[src/rtl/axi4_full_master_rw_engine.sv]
// AXI4 full master: one fixed-length INCR burst per start pulse on independent
// write and read paths, with simple valid/ready user-side data ports.
module axi4_full_master_rw_engine #(
  parameter logic [31:0] C_M_TARGET_SLAVE_BASE_ADDR = 32'h0000_0000,
  parameter int C_M_AXI_BURST_LEN    = 256,
  parameter int C_M_AXI_ID_WIDTH     = 1,
  parameter int C_M_AXI_ADDR_WIDTH   = 32,
  parameter int C_M_AXI_DATA_WIDTH   = 32,
  parameter int C_M_AXI_AWUSER_WIDTH = 0,
  parameter int C_M_AXI_ARUSER_WIDTH = 0,
  parameter int C_M_AXI_WUSER_WIDTH  = 0,
  parameter int C_M_AXI_RUSER_WIDTH  = 0,
  parameter int C_M_AXI_BUSER_WIDTH  = 0
) (
  input  logic                                  M_AXI_ACLK,
  input  logic                                  M_AXI_ARESET,
  input  logic [C_M_AXI_ADDR_WIDTH-1:0]         write_address,
  input  logic                                  write_start,
  input  logic [C_M_AXI_DATA_WIDTH-1:0]         write_data,
  input  logic                                  write_data_valid,
  output logic                                  write_ready,
  output logic                                  write_data_last,
  output logic                                  write_end,
  input  logic [C_M_AXI_ADDR_WIDTH-1:0]         read_address,
  input  logic                                  read_start,
  input  logic                                  read_ready,
  output logic [C_M_AXI_DATA_WIDTH-1:0]         read_data,
  output logic                                  read_data_valid,
  output logic                                  read_data_last,
  output logic                                  read_end,
  output logic                                  output_idle,
  output logic                                  output_error,
  output logic [C_M_AXI_ID_WIDTH-1:0]           M_AXI_AWID,
  output logic [C_M_AXI_ADDR_WIDTH-1:0]         M_AXI_AWADDR,
  output logic [7:0]                            M_AXI_AWLEN,
  output logic [2:0]                            M_AXI_AWSIZE,
  output logic [1:0]                            M_AXI_AWBURST,
  output logic                                  M_AXI_AWLOCK,
  output logic [3:0]                            M_AXI_AWCACHE,
  output logic [2:0]                            M_AXI_AWPROT,
  output logic [3:0]                            M_AXI_AWQOS,
  output logic [((C_M_AXI_AWUSER_WIDTH > 0) ? C_M_AXI_AWUSER_WIDTH : 1)-1:0] M_AXI_AWUSER,
  output logic                                  M_AXI_AWVALID,
  input  logic                                  M_AXI_AWREADY,
  output logic [C_M_AXI_DATA_WIDTH-1:0]         M_AXI_WDATA,
  output logic [C_M_AXI_DATA_WIDTH/8-1:0]       M_AXI_WSTRB,
  output logic                                  M_AXI_WLAST,
  output logic [((C_M_AXI_WUSER_WIDTH > 0) ? C_M_AXI_WUSER_WIDTH : 1)-1:0] M_AXI_WUSER,
  output logic                                  M_AXI_WVALID,
  input  logic                                  M_AXI_WREADY,
  input  logic [C_M_AXI_ID_WIDTH-1:0]           M_AXI_BID,
  input  logic [1:0]                            M_AXI_BRESP,
  input  logic [((C_M_AXI_BUSER_WIDTH > 0) ? C_M_AXI_BUSER_WIDTH : 1)-1:0] M_AXI_BUSER,
  input  logic                                  M_AXI_BVALID,
  output logic                                  M_AXI_BREADY,
  output logic [C_M_AXI_ID_WIDTH-1:0]           M_AXI_ARID,
  output logic [C_M_AXI_ADDR_WIDTH-1:0]         M_AXI_ARADDR,
  output logic [7:0]                            M_AXI_ARLEN,
  output logic [2:0]                            M_AXI_ARSIZE,
  output logic [1:0]                            M_AXI_ARBURST,
  output logic                                  M_AXI_ARLOCK,
  output logic [3:0]                            M_AXI_ARCACHE,
  output logic [2:0]                            M_AXI_ARPROT,
  output logic [3:0]                            M_AXI_ARQOS,
  output logic [((C_M_AXI_ARUSER_WIDTH > 0) ? C_M_AXI_ARUSER_WIDTH : 1)-1:0] M_AXI_ARUSER,
  output logic                                  M_AXI_ARVALID,
  input  logic                                  M_AXI_ARREADY,
  input  logic [C_M_AXI_ID_WIDTH-1:0]           M_AXI_RID,
  input  logic [C_M_AXI_DATA_WIDTH-1:0]         M_AXI_RDATA,
  input  logic [1:0]                            M_AXI_RRESP,
  input  logic                                  M_AXI_RLAST,
  input  logic [((C_M_AXI_RUSER_WIDTH > 0) ? C_M_AXI_RUSER_WIDTH : 1)-1:0] M_AXI_RUSER,
  input  logic                                  M_AXI_RVALID,
  output logic                                  M_AXI_RREADY
);

  localparam int AW = C_M_AXI_ADDR_WIDTH;
  localparam logic [AW-1:0] BASE_ADDR = AW'(C_M_TARGET_SLAVE_BASE_ADDR);
  localparam logic [7:0] AXLEN  = 8'(C_M_AXI_BURST_LEN - 1);
  localparam logic [2:0] AXSIZE = 3'($clog2(C_M_AXI_DATA_WIDTH / 8));
  localparam logic [8:0] LAST_BEAT = 9'(C_M_AXI_BURST_LEN - 1);

  localparam logic [1:0] W_IDLE = 2'd0;
  localparam logic [1:0] W_ADDR = 2'd1;
  localparam logic [1:0] W_DATA = 2'd2;
  localparam logic [1:0] W_RESP = 2'd3;

  localparam logic [1:0] R_IDLE = 2'd0;
  localparam logic [1:0] R_ADDR = 2'd1;
  localparam logic [1:0] R_DATA = 2'd2;

  logic [1:0]    wstate_q, wstate_d;
  logic [AW-1:0] awaddr_q, awaddr_d;
  logic [8:0]    wcnt_q, wcnt_d;
  logic          wend_q, wend_d;

  logic [1:0]    rstate_q, rstate_d;
  logic [AW-1:0] araddr_q, araddr_d;
  logic [8:0]    rcnt_q, rcnt_d;
  logic          rend_q, rend_d;

  logic          err_q, err_d;
  logic          w_hs, b_hs, r_hs;
  logic          unused_inputs;

  assign M_AXI_AWID    = '0;
  assign M_AXI_AWLEN   = AXLEN;
  assign M_AXI_AWSIZE  = AXSIZE;
  assign M_AXI_AWBURST = 2'b01;
  assign M_AXI_AWLOCK  = 1'b0;
  assign M_AXI_AWCACHE = 4'b0011;
  assign M_AXI_AWPROT  = 3'b000;
  assign M_AXI_AWQOS   = 4'b0000;
  assign M_AXI_AWUSER  = '0;
  assign M_AXI_WSTRB   = '1;
  assign M_AXI_WUSER   = '0;
  assign M_AXI_ARID    = '0;
  assign M_AXI_ARLEN   = AXLEN;
  assign M_AXI_ARSIZE  = AXSIZE;
  assign M_AXI_ARBURST = 2'b01;
  assign M_AXI_ARLOCK  = 1'b0;
  assign M_AXI_ARCACHE = 4'b0011;
  assign M_AXI_ARPROT  = 3'b000;
  assign M_AXI_ARQOS   = 4'b0000;
  assign M_AXI_ARUSER  = '0;

  // Response IDs, user bits and the low response bit carry nothing this master acts on
  assign unused_inputs = ^{M_AXI_BID, M_AXI_BRESP[0], M_AXI_BUSER,
                           M_AXI_RID, M_AXI_RRESP[0], M_AXI_RUSER};

  assign M_AXI_AWADDR    = awaddr_q;
  assign M_AXI_AWVALID   = (wstate_q == W_ADDR);
  assign M_AXI_WDATA     = write_data;
  assign M_AXI_WVALID    = (wstate_q == W_DATA) & write_data_valid;
  assign M_AXI_WLAST     = (wstate_q == W_DATA) & (wcnt_q == LAST_BEAT);
  assign M_AXI_BREADY    = (wstate_q == W_RESP);
  assign write_ready     = (wstate_q == W_DATA) & M_AXI_WREADY;
  assign w_hs            = M_AXI_WVALID & M_AXI_WREADY;
  assign b_hs            = M_AXI_BVALID & M_AXI_BREADY;
  assign write_data_last = M_AXI_WLAST & w_hs;
  assign write_end       = wend_q;

  assign M_AXI_ARADDR    = araddr_q;
  assign M_AXI_ARVALID   = (rstate_q == R_ADDR);
  assign M_AXI_RREADY    = (rstate_q == R_DATA) & read_ready;
  assign r_hs            = M_AXI_RVALID & M_AXI_RREADY;
  assign read_data       = M_AXI_RDATA;
  assign read_data_valid = r_hs;
  assign read_data_last  = r_hs & M_AXI_RLAST;
  assign read_end        = rend_q;

  assign output_idle  = (wstate_q == W_IDLE) & (rstate_q == R_IDLE);
  assign output_error = err_q;
  // A short burst (RLAST before the final counted beat) is flagged like a slave error
  assign err_d = err_q | (b_hs & M_AXI_BRESP[1])
               | (r_hs & (M_AXI_RRESP[1] | (M_AXI_RLAST & (rcnt_q != LAST_BEAT))));

  // Write path sequencing
  always_comb begin
    wstate_d = wstate_q;
    awaddr_d = awaddr_q;
    wcnt_d   = wcnt_q;
    wend_d   = 1'b0;
    case (wstate_q)
      W_IDLE: begin
        if (write_start) begin
          awaddr_d = BASE_ADDR + write_address;
          wstate_d = W_ADDR;
        end else begin
          wstate_d = W_IDLE;
        end
      end
      W_ADDR: begin
        if (M_AXI_AWREADY) begin
          wstate_d = W_DATA;
        end else begin
          wstate_d = W_ADDR;
        end
      end
      W_DATA: begin
        if (w_hs && (wcnt_q == LAST_BEAT)) begin
          wcnt_d   = 9'd0;
          wstate_d = W_RESP;
        end else if (w_hs) begin
          wcnt_d = wcnt_q + 9'd1;
        end else begin
          wcnt_d = wcnt_q;
        end
      end
      W_RESP: begin
        if (M_AXI_BVALID) begin
          wend_d   = 1'b1;
          wstate_d = W_IDLE;
        end else begin
          wstate_d = W_RESP;
        end
      end
      default: begin
        wstate_d = W_IDLE;
        wcnt_d   = 9'd0;
      end
    endcase
  end

  // Read path sequencing; the burst always terminates on RLAST
  always_comb begin
    rstate_d = rstate_q;
    araddr_d = araddr_q;
    rcnt_d   = rcnt_q;
    rend_d   = 1'b0;
    case (rstate_q)
      R_IDLE: begin
        if (read_start) begin
          araddr_d = BASE_ADDR + read_address;
          rstate_d = R_ADDR;
        end else begin
          rstate_d = R_IDLE;
        end
      end
      R_ADDR: begin
        if (M_AXI_ARREADY) begin
          rstate_d = R_DATA;
        end else begin
          rstate_d = R_ADDR;
        end
      end
      R_DATA: begin
        if (r_hs && M_AXI_RLAST) begin
          rcnt_d   = 9'd0;
          rend_d   = 1'b1;
          rstate_d = R_IDLE;
        end else if (r_hs) begin
          rcnt_d = rcnt_q + 9'd1;
        end else begin
          rcnt_d = rcnt_q;
        end
      end
      default: begin
        rstate_d = R_IDLE;
        rcnt_d   = 9'd0;
      end
    endcase
  end

  // State registers with synchronous reset taking priority
  always_ff @(posedge M_AXI_ACLK) begin
    if (M_AXI_ARESET) begin
      wstate_q <= W_IDLE;
      awaddr_q <= '0;
      wcnt_q   <= 9'd0;
      wend_q   <= 1'b0;
      rstate_q <= R_IDLE;
      araddr_q <= '0;
      rcnt_q   <= 9'd0;
      rend_q   <= 1'b0;
      err_q    <= 1'b0;
    end else begin
      wstate_q <= wstate_d;
      awaddr_q <= awaddr_d;
      wcnt_q   <= wcnt_d;
      wend_q   <= wend_d;
      rstate_q <= rstate_d;
      araddr_q <= araddr_d;
      rcnt_q   <= rcnt_d;
      rend_q   <= rend_d;
      err_q    <= err_d;
    end
  end

endmodule

[config.mk]
export PLATFORM = sky130hd
export DESIGN_NAME = axi4_full_master_rw_engine
export DESIGN_NICKNAME = d
export VERILOG_FILES = /design/src/rtl/axi4_full_master_rw_engine.sv
export SDC_FILE = /design/constraint.sdc
export NUM_CORES = 1
export LEC_CHECK = 0
export ABC_AREA = 0
export BUFFER_PORTS_ARGS = -buffer_cell sky130_fd_sc_hd__buf_2
export CORE_AREA = 5 5 132 134
export DETAILED_ROUTE_END_ITERATION = 10
export DIE_AREA = 0 0 137 139
export PLACE_DENSITY = 0.61
export SYNTH_ARGS = -nofsm -noshare
export SYNTH_HDL_FRONTEND = slang
export SYNTH_SLANG_ARGS = --single-unit
[constraint.sdc]
create_clock -name M_AXI_ACLK -period 1.55 [get_ports M_AXI_ACLK]
set_input_delay 0.155 -clock M_AXI_ACLK [delete_from_list [all_inputs] [get_ports M_AXI_ACLK]]
set_output_delay 0.155 -clock M_AXI_ACLK [all_outputs]
set_load 0.01 [all_outputs]
======== Word level (Yosys, flattened, before mapping) ========
Index checks and enable logic that the tools add are counted.
word-level totals
  bits of input ports ..................... 148
  output and inout port bits .............. 201
  register bits after elaboration ......... 89
  word-level logic and storage cells ...... 68
cells by class
  reductions and logical operators ........ 12
  eq/ne operators ......................... 10
  muxes and demuxes ....................... 16
  bitwise gates (word level) .............. 19
  $add $sub $neg .......................... 2
operator list
  cell                                                                     count
  9-bit two-way mux                                                        4
  9-bit by 1-bit adder with 9-bit output, second input constant            2
  9-bit case mux with 2 select lines                                       1
  1-bit bitwise AND                                                        13
  2-bit two-way mux                                                        5
  9-bit by 8-bit equality test with 1-bit output, second input constant    1
  9-bit by 8-bit inequality test with 1-bit output, second input constant  1
  2-bit case mux with 4 select lines                                       1
  2-bit AND reduction                                                      4
  2-bit equality test, second input constant                               3
  2-bit case mux with 3 select lines                                       1
  2-bit OR reduction                                                       3
  2-bit by 1-bit equality test with 1-bit output, second input constant    2
  2-bit logical NOT                                                        2
  1-bit two-way mux                                                        4
  2-bit by 1-bit inequality test with 1-bit output, second input constant  2
  3-bit by 2-bit inequality test with 1-bit output, second input constant  1
  1-bit NOT                                                                3
  1-bit OR                                                                 3
  1-bit logical AND                                                        2
  2-bit nonzero test                                                       1

======== Depth between registers and ports, before layout ========
Gate-level depths: netlist (run 1).
  word-level depth ........................ 6
  gate-level depth with buffers ........... 7
  mapped depth without buffers ............ 7

======== Worst setup path before layout (run 1) ========
Ideal clock, no wire load.
  path kind ............................... register to register
  start ................................... register wcnt_q[0]
  end ..................................... register wstate_q[0]
  buffers on the path ..................... 0
  library setup time ...................... 0.060 ns
  slack ................................... 0.057 ns
  data required time ...................... 1.490 ns
  stages on the path, launching flop included .. 5
  clock period less this slack ............ 1.493 ns
  arrival ................................. 1.433 ns
  cell sequence ........................... dfxtp_1 > ha_1 > nand4b_4 > nor4_1 > o31a_1
between the ends
  word-level cells in the longest chain between the ends .. 3
ends and longest elaborated chain
  item                                                        RTL line  text
  start, declared                                             94        logic [8:0] wcnt_q, wcnt_d;
  start signal, assigned                                      260       wcnt_q <= wcnt_d;
  9-bit by 8-bit equality test with 1-bit output              181       if (w_hs && (wcnt_q == LAST_BEAT)) begin
  1-bit logical AND                                           181
  2-bit by 1-bit inequality test with 1-bit output (no line)  -
  end signal, assigned                                        258       wstate_q <= wstate_d;
  end, declared                                               92        logic [1:0] wstate_q, wstate_d;
Every way passes these cells.
A chain may end at the register's enable or synchronous reset.

======== Worst setup path in the final report (run 1) ========
  start ................................... register wcnt_q[4]
  end ..................................... output write_data_last
between the ends
  word-level cells in the longest chain between the ends .. 3
ends and longest elaborated chain
  item                                            RTL line  text
  9-bit by 8-bit equality test with 1-bit output  135       assign M_AXI_WLAST = (wstate_q == W_DATA) & (wcnt_q == LAST_BEAT);
  1-bit bitwise AND                               135
  1-bit bitwise AND                               140       assign write_data_last = M_AXI_WLAST & w_hs;
  end, declared                                   22        output logic write_data_last,
Every way passes these cells.

==> summary.md, run 1 <==
The flow ran to the end, but the final reports show violations. The final reports fail on negative setup slack. Hold is met by 41.60 ps.

For the count of warnings emitted by yosys, the log shows 0. Worst min-delay path class: in -> reg. Derived from the worst setup path, the maximum achievable clock frequency is 625.4 MHz. Each instance of the synthesized netlist takes up on average 8.610 um2. The largest net degree at the start of global routing is 76. The biggest area contributor in the post-synthesis netlist is dfxtp_1. Once layout is done, the placed cells without fillers occupy 0.005298 mm2. In the routed design, unresolved DRC markers number 0.

The final sum of negative setup slack was -79.95 ps; the register-to-register setup slack was 30 ps. The area growth from synthesis to layout is 19.23%, and the post-route antenna net violation count is 0. Counting instances in the post-synthesis netlist gives the leading cell types as buf_4, dfxtp_1, nand2_1, a21oi_1, nor2_1.

For this design the ratio of total power to cell area is 1059 mW/mm2. The minimum setup slack in the final design is -48.97 ps, and the count of endpoints failing hold in the final timing report is 0. Signal routing reaches up to met4.

In the detailed route, the total length drawn on met2 is 5.050 mm. Setup repair after global routing could not meet its margin everywhere. Yosys instantiated no cell more often than buf_4. The total of max-cap violations was 0; the hold buffer count at CTS was 0.

Proportion of synthesized chip area in sequential cells: 0.4010. In this run, distinct cell masters in the synthesized netlist total 37. Global route total overflow: 0. Counting along the longest clock path gives a buffer depth of 2. Master cell of the clock root buffer: clkbuf_16.

The die boundary width is 137 um. Input and output buffers added on the ports amount to 155. For the worst setup path, the data arrival time is 1440 ps.

The core region is 0.01617 mm2. The cell area reported after detailed placement was 0.004873 mm2. The via density per instance works out to 4.087. The H-tree was split into 3 levels.

Yosys mapped a number of flops with a built-in enable equal to 0. In the post-synthesis netlist, the biggest area contributors are dfxtp_1, buf_4, mux2i_1. The run gives 0.2747 as the starting density of the core. For this design, the sink count on the clock tree is 89. The final period utilization is 1.032, and the count of final max-slew check failures is 0. Number of CTS-inserted buffers: 9. Counting flops and latches in the post-synthesis netlist gives 89. The data required time of the critical path came out at 1390 ps.

The critical path in this run is classified as reg -> out. For this run, the leading register cell type out of synthesis is dfxtp_1. For the worst-skew pair, the clock arrives at the later sink with an insertion delay of 340 ps.

Synthesis produced a netlist whose cell count is 516. The share of cells above drive strength 1 was 0.3516; the cell area after synthesis was 0.004443 mm2. The congestion estimate from routability-driven global placement came to 0.7328. The first global-routing pass estimated 16.35 mm of wire.

VDD sags by at most 0.0004308 V. The logs give 4 for the iteration count of the initial detailed-routing pass and 0.3276 for the final core utilization. The run gives 349 as the number of primary I/O pins.

The routed wirelength normalized by instance count was 12.58 um; the number of core rows was 47. STA classifies the critical path endpoint as a primary output. The run gives 3433 as the total number of vias. In this run the static leakage power is 2.523 nW.

Type of origin of the critical path: a flop. The number of antenna violations at the first check in global routing is 0, and the setup slack at placement is -0.01688 ps. TritonCTS built the clock tree. The via count of the first global-routing pass came out at 3203. The maximum fanout count along the critical path came out at 6.

In the detailed route, the total length drawn on met3 is 1.064 mm. The logs give 0.1066 for the overall global routing resource usage and 0 for the count of inserted antenna diode cells. The filler cells instantiated in the layout total 1745.

The fraction of registers with async set/reset was 0. The clock slew at the register clock pins of the worst setup and hold paths is 70 ps, and the half-perimeter wire length of the detailed placement result is 7.765 mm. The area share of the leading cell type in the synthesized netlist is 0.4010, and the count of final setup violators is 2. The die covers 0.01904 mm2. The final layout contains 766 nets.

In this run the vertical extent of the chip is 139 um. The run gives 10.57 mm as the detailed-route wire length. The detailed router put a total of 4.205 mm of wire on met1. The minimum clock period was 1599 ps; the flip-flop and latch area was 0.001795 mm2. The logs give 7.906 ps for the setup clock skew after layout and 0.001873 mm2 for the area of the multi-input gates. In this run, the number of DRC markers left after iteration 0 of detailed routing was 106.
where the power goes:
group          switching [mW]  leakage, nW  internal [mW]
logic                   0.476         1.64          0.359
registers              0.0708        0.733           2.42
clock network           0.976        0.150           1.31
worst max-delay path: stages (launching register included):
cell and delay [ps]:
dfxtp_2 380, nand4_4 170, nor4_4 350, buf_2 200
cell families after synthesis:
logic type      count (synthesis)  synth area share
mux                            35           0.07913
simple gates                  155            0.1732
buf+inv                       157            0.2413
compound gates                 74           0.09321
fa+ha+maj                       3          0.008449
xor+xnor                        1          0.001972
flops                          89            0.4010
other cells                     2          0.001690
cell type report:
class                      instances  area share
tap                              220     0.05196
timing repair buffer             177      0.1889
clock inverter                     6     0.01370
multi-input combinational        327      0.3536
inverter                          11    0.007794
clock buffer                      10     0.04511
sequential                        89      0.3389
flip-flops by register name, summed over array words and instances, names as in the netlist:
| name | flops |
|---|---|
| wstate_q | 2 |
| M_AXI_AWADDR | 32 |
| read_end | 1 |
| write_end | 1 |
| wcnt_q | 9 |
| rcnt_q | 9 |
| rstate_q | 2 |
| M_AXI_ARADDR | 32 |
| output_error | 1 |
layout by cell type (no fill, tap or decap), types with 2 or more instances in the layout:
master	instances
dfxtp_2	11
o21ai_0	9
buf_6	2
nor4_1	2
o211ai_1	2
clkbuf_16	9
nor2_1	37
inv_6	3
buf_4	17
dfxtp_1	78
and3b_1	3
o31ai_1	7
or4_1	8
inv_1	10
buf_2	154
nand3_1	5
a21oi_1	50
nand2_1	70
nor2b_1	4
a31oi_1	2
nand4_1	3
mux2i_1	34
ha_4	2
and3_1	3
nand4b_4	2
buf_12	4
and2_1	2
conb_1	59
or3_1	6
through the flow:
step	std cells	power (mW)
3_3_place_gp	820	3.366
4_1_cts	838	5.732
5_1_grt	840	5.921
6_report	840	5.612
2_1_floorplan	573	3.288
3_5_place_dp	820	3.376
per-layer routing:
| layer | up-vias | global-route usage |
|---|---|---|
| met5 | - | 0 |
| met4 | 0 | 0.05515 |
| met3 | 19 | 0.04354 |
| met2 | 150 | 0.1668 |
| met1 | 1536 | 0.1242 |
| li1 | 1728 | - |
final timing paths:
path,to,from,cells past startpoint
max reg2reg,wcnt_q[4]$_SDFFE_PP0P_,wcnt_q[1]$_SDFFE_PP0P_,5
max,write_data_last,wcnt_q[4]$_SDFFE_PP0P_,3
min reg2reg,M_AXI_AWADDR[6]$_SDFFE_PP0P_,M_AXI_AWADDR[6]$_SDFFE_PP0P_,2
min,M_AXI_AWADDR[15]$_SDFFE_PP0P_,write_address[15],3
timing repair:
action                                  CTS  global route
endpoints found under the setup margin    5             7
pin swaps                                 2             4
gates resized for setup                  17             6
buffers inserted                          2             2
Power figures use the tool's default switching activity.
==> inputs of run 2 (changes only) <==
--- a/config.mk
+++ b/config.mk
@@ -11,6 +11,8 @@
 export DETAILED_ROUTE_END_ITERATION = 10
 export DIE_AREA = 0 0 137 139
 export PLACE_DENSITY = 0.61
+export SETUP_SLACK_MARGIN = 0.05
+export SLEW_MARGIN = 20
 export SYNTH_ARGS = -nofsm -noshare
 export SYNTH_HDL_FRONTEND = slang
 export SYNTH_SLANG_ARGS = --single-unit
==> summary.md, run 2 (synthesis gave the netlist of run 1 again) <==
The run finished, with violations left. The checks that failed: negative setup slack. CTS saw 89 sinks. At the worst endpoint, the required time is 1390 ps. In the final routing, the length of wire on met1 measures 4.229 mm. The critical path endpoint category was a primary output. For the amount of wire on met3 after detailed routing, the log shows 1.064 mm.

For this design, the slowest cell found on the critical path is dfxtp_2. The run gives -0.01688 ps as the setup slack at placement. IR analysis of the VDD net gives a maximum drop of 0.0004306 V. The logs give 349 for the number of primary I/O pins and 2 for the maximum clock path buffer count. After clock tree synthesis, the clock-pin slew on the worst setup and hold paths is 70 ps.

The number of antenna diodes in the final layout is 0. The tools report the master cell of the clock root buffer as clkbuf_16. The total overflow left after global routing is 0. The run gives 0 as the count of endpoints failing hold in the final timing report.

The region available for standard cell placement spans 0.01617 mm2. The final layout contains routed wiring with a total length of 10.64 mm. Dividing the detail-routed via count by the number of cells gives 4.133. The maximum fanout count along the critical path was 6; the stage delay of the slowest cell on the critical path was 380 ps. For the final database, setup skew stands at 7.231 ps.

At the later pin of the worst-skew pair, clock insertion delay measures 350 ps. In the final routed layout, each cell accounts on average for 12.65 um. Most common library cell in the layout ignoring fill and taps: buf_2. For this run, design rule violations remaining after detail routing come to 0. The run gives 41.85 ps as the final hold slack. The detailed router placed 3476 vias in this run.

STA puts the critical path data arrival time at 1440 ps. Counting I/O delays and the setup requirement, the final critical path takes 1597 ps. Max-cap violations in this run came to 0. The worst min-delay path class was in -> reg. The tools report the final core utilization as 0.3303. Power comes to 5.621 mW. The final period utilization was 1.030; the area enclosed by the die boundary was 0.01904 mm2. Leakage power figure: 2.530 nW. Before antenna repair, the detailed router went through 4 iterations. The worst setup path is of the reg -> out kind.

The critical path goes through nand4_4 > nor4_4 > buf_2. The cell area reported after detailed placement is 0.004873 mm2. The die is 139 um tall. Final sum of negative setup slack: -88.32 ps.

The die is 137 um wide. After detailed routing, the met2 layer carries 5.102 mm of wire. The starting density of the core is 0.2747. Count of final max-slew check failures: 0. The via count of the first global-routing pass is 3207. Setup repair after global routing could not meet its margin everywhere. The number of antenna violations at the first check in global routing was 0; the total placed cells including tap cells was 820. The quantity of I/O buffers inserted on ports works out to 155. The first-iteration detailed-routing DRC count was 109. The highest layer touched by signal routing is met4. After legalization and detailed placement, the total HPWL measured 7.765 mm. Post-route antenna net violation count: 0. For flop-to-flop paths, the worst setup slack is 20 ps. With fillers left out, the area of the finished cells amounts to 0.005341 mm2. Entering global routing, the biggest net connects 76 pins. In the layout the commonest cells are buf_2, dfxtp_1, nand2_1.

Compared with the post-synthesis result, the final layout area differs by 20.22%. The maximum achievable frequency is 626.3 MHz. The share of cells above drive strength 1 was 0.3639. Setup violations remaining at the end of the flow were counted as 2. TritonCTS built the clock tree. The power density of the placed cells is 1052 mW/mm2, and the minimum setup slack in the final design is -46.62 ps. STA classifies the critical path startpoint as a flop.

The logs give 3 for the deepest level of the CTS H-tree and 0.7328 for the final RePlAce weighted congestion. TritonCTS created 9 clock buffers. The net count of the finished layout is 767.

The logs give 841 for the final non-filler cell total and 0.1065 for the overall global routing resource usage. Number of core rows: 47. The global-route wire length before repair was 16.35 mm.
## run 2: final timing paths
check / from / end / cells after the start
setup / recovery: wcnt_q[4]$_SDFFE_PP0P_ / write_data_last / 3
hold / removal: write_address[15] / M_AXI_AWADDR[15]$_SDFFE_PP0P_ / 3
setup reg to reg: wcnt_q[1]$_SDFFE_PP0P_ / wcnt_q[4]$_SDFFE_PP0P_ / 5
hold reg to reg: M_AXI_AWADDR[6]$_SDFFE_PP0P_ / M_AXI_AWADDR[6]$_SDFFE_PP0P_ / 2
## run 2: layout make-up
| type | count | area (um2) |
|---|---|---|
| clock inverter | 6 | 72.57 |
| fill | 1739 | 10830 |
| inverter | 11 | 41.29 |
| tap | 220 | 275.3 |
| sequential | 89 | 1807 |
| timing repair buffer | 178 | 1012 |
| multi-input combinational | 327 | 1894 |
| clock buffer | 10 | 239.0 |
## run 2: power breakdown
group	leakage, nW	total [mW]	internal, mW	switching [mW]
clock network	0.150	2.30	1.31	0.983
logic	1.65	0.840	0.361	0.479
registers	0.735	2.48	2.41	0.0721
## run 2: routing by layer
| metal | track usage | vias up |
|---|---|---|
| met3 | 0.04354 | 19 |
| met1 | 0.1240 | 1570 |
| met5 | 0 | - |
| li1 | - | 1730 |
| met2 | 0.1668 | 157 |
| met4 | 0.05515 | 0 |
## run 2: worst max-delay path: cells and delay by family (launching register included)
family,cells,cell delay [ps]
AND/OR/NAND/NOR,2,520
flip-flops,1,380
buffers and inverters,1,190
## run 2: timing repair
action / in CTS / in global routing
setup buffers: 3 / 2
pin swaps: 2 / 7
hold buffers: 0 / 0
setup endpoints to repair: 8 / 16
resized for setup: 17 / 18
==> inputs of run 3 (changes only) <==
--- a/config.mk
+++ b/config.mk
@@ -10,8 +10,9 @@
 export CORE_AREA = 5 5 132 134
 export DETAILED_ROUTE_END_ITERATION = 10
 export DIE_AREA = 0 0 137 139
-export PLACE_DENSITY = 0.61
+export PLACE_DENSITY = 0.72
 export SETUP_SLACK_MARGIN = 0.05
+export SKIP_LAST_GASP = 1
 export SLEW_MARGIN = 20
 export SYNTH_ARGS = -nofsm -noshare
 export SYNTH_HDL_FRONTEND = slang
==> summary.md, run 3 (synthesis gave the netlist of run 1 again) <==
The run gives 7.959 mm as the half-perimeter wire length of the detailed placement result. For the final hold slack, the log shows 46.00 ps. Library cell contributing the largest single delay on the critical path: or4_1. The number of primary I/O pins came out at 349.

The number of nets in the finished design came out at 770. TritonCTS built the clock tree. The detail route stage leaves a number of antenna-violating nets equal to 0. Setup total negative slack on the finished layout was measured at 0 ps.

Compared with the post-synthesis result, the final layout area differs by 20.39%. The logs give 0.01617 mm2 for the area of the core and 0.001887 mm2 for the area of the multi-input gates. The highest metal layer carrying signal wires in the routed design is met4. The critical path goes through ha_4 > nand4b_4 > buf_4 > or4_1 > a21oi_2. The worst path needs 1532 ps of the cycle, external delays included. The logs give 0 for the count of inserted antenna diode cells and 0.2747 for the starting density of the core. The share of cells above drive strength 1 was 0.3654; the final period utilization was 0.9882.

The floorplan has 47 rows. The quantity of I/O buffers inserted on ports is 155, and the count of unresolved DRC violations after routing is 0. The number of antenna violations at the first check in global routing is 0, and the total of max-cap violations is 0.

The die outline height is 139 um. The overall global routing resource usage was 0.1079. Wires add up to 10.55 mm.

For the setup slack at placement, the log shows -3.737 ps. In this run the worst hold path is classified as in -> reg. The global-route wire length before repair was 16.50 mm; the area enclosed by the die boundary was 0.01904 mm2.

The final RePlAce weighted congestion came out at 0.7815. After detailed routing, the wire length on met1 is 4.275 mm. The stage delay of the slowest cell on the critical path is 480 ps. The power density of the placed cells is 1048 mW/mm2, and the flip-flop and latch area is 0.001815 mm2. The via density per instance works out to 4.142. For the final core utilization, the log shows 0.3308. The run finished with clean final reports. The top cell types in the final layout, fill and taps aside, are buf_2, dfxtp_1, nand2_1. The setup clock skew after layout is 4.890 ps.

The iteration count of the initial detailed-routing pass is 4, and the via count of the first global-routing pass is 3292. Clock-pin slew was measured on the worst setup and hold paths at 70 ps. The worst setup path is of the reg -> reg kind. First-iteration detailed-routing DRC count: 109. For the count of endpoints failing hold in the final timing report, the log shows 0. The logs give 9 for the number of CTS-inserted buffers and 1.113 mm for the amount of wire on met3 after detailed routing. The number of fill cells in the layout was 1719; the leakage power figure was 2.543 nW. STA classifies the critical path startpoint as a flop. Setup repair after global routing could not meet its margin everywhere. For the clock insertion delay at the later pin of the skew report, the log shows 340 ps. Entering global routing, the biggest net connects 41 pins. The arrival time at the worst endpoint was 1800 ps; the routed wirelength normalized by instance count was 12.50 um. Along the worst path, the maximum fanout reaches 5. Die boundary width: 137 um. STA classifies the critical path endpoint as a flop. The final total power is 5.607 mW. Based on the critical path, the design can be clocked at up to 652.9 MHz. Setup slack on the critical path of the routed design comes to 18.31 ps. The final route contains 3496 vias. At the worst endpoint, the required time is 1820 ps.

The count of final setup violators is 0. The most common library cell in the layout ignoring fill and taps was buf_2. The wire length on met2 is 4.906 mm, and the deepest level of the CTS H-tree is 3. The global route total overflow was 0. The maximum resistive drop on vdd is 0.0004287 V. The count of final max-slew check failures is 0, and the clock sink count is 89.

The longest clock path from root to sink contains 2 buffers. The cell sitting at the root of the clock tree is a clkbuf_16.
-- run 3: cell types whose count changed in the layout (fill, tap and decap cells not counted), sizes merged --
| cell | change |
|---|---|
| buf | +3 |
| clkinv | +1 |
| inv | -1 |
-- run 3: routing by layer --
metal,GRT usage,vias up
met5,0,-
met4,0.04254,0
met3,0.05152,26
met2,0.1673,173
met1,0.1279,1556
li1,-,1741
-- run 3: power breakdown --
part / internal (mW) / switching (mW) / total, mW / leakage [nW]
clock network: 1.32 / 0.977 / 2.29 / 0.151
registers: 2.41 / 0.0710 / 2.48 / 0.736
logic: 0.360 / 0.476 / 0.836 / 1.66
-- run 3: final cells by class --
class	count	share of cell area
Multi-Input combinational cell	327	0.3527
Sequential cell	89	0.3394
Timing Repair Buffer	181	0.1899
Tap cell	220	0.05146
Clock buffer	10	0.04468
Clock inverter	6	0.01404
Inverter	11	0.007719
-- run 3: worst paths after layout --
kind | from | end | slack (ps) | cells after the start
worst max-delay path | wcnt_q[1]$_SDFFE_PP0P_ | wcnt_q[6]$_SDFFE_PP0P_ | 20 | 5
worst min-delay path | write_address[13] | M_AXI_AWADDR[13]$_SDFFE_PP0P_ | 50 | 3
worst max register to register | wcnt_q[1]$_SDFFE_PP0P_ | wcnt_q[6]$_SDFFE_PP0P_ | 20 | 5
worst min register to register | M_AXI_AWADDR[6]$_SDFFE_PP0P_ | M_AXI_AWADDR[6]$_SDFFE_PP0P_ | 450 | 2
-- run 3: timing repair --
item,in CTS,in global routing
resized for setup,18,18
pin swaps,2,5
endpoints found under the setup margin,11,19
buffers inserted,4,4
hold buffers,0,0
-- run 3: per-stage QoR --
stage / cells / instance area [um2]
after floorplan: 573 / 4657
after global placement: 820 / 4861
after detailed placement: 820 / 4861
after CTS: 840 / 5266
after global routing: 844 / 5349
final: 844 / 5349
-- run 3: worst max-delay path: cells and delay by family, from the launching register on --
family / cells / cell delay (ps)
DFF: 1 / 360
buffers and inverters: 1 / 170
adders and majority gates: 1 / 160
and+or+nand+nor: 2 / 630
AOI/OAI and AO/OA: 1 / 140
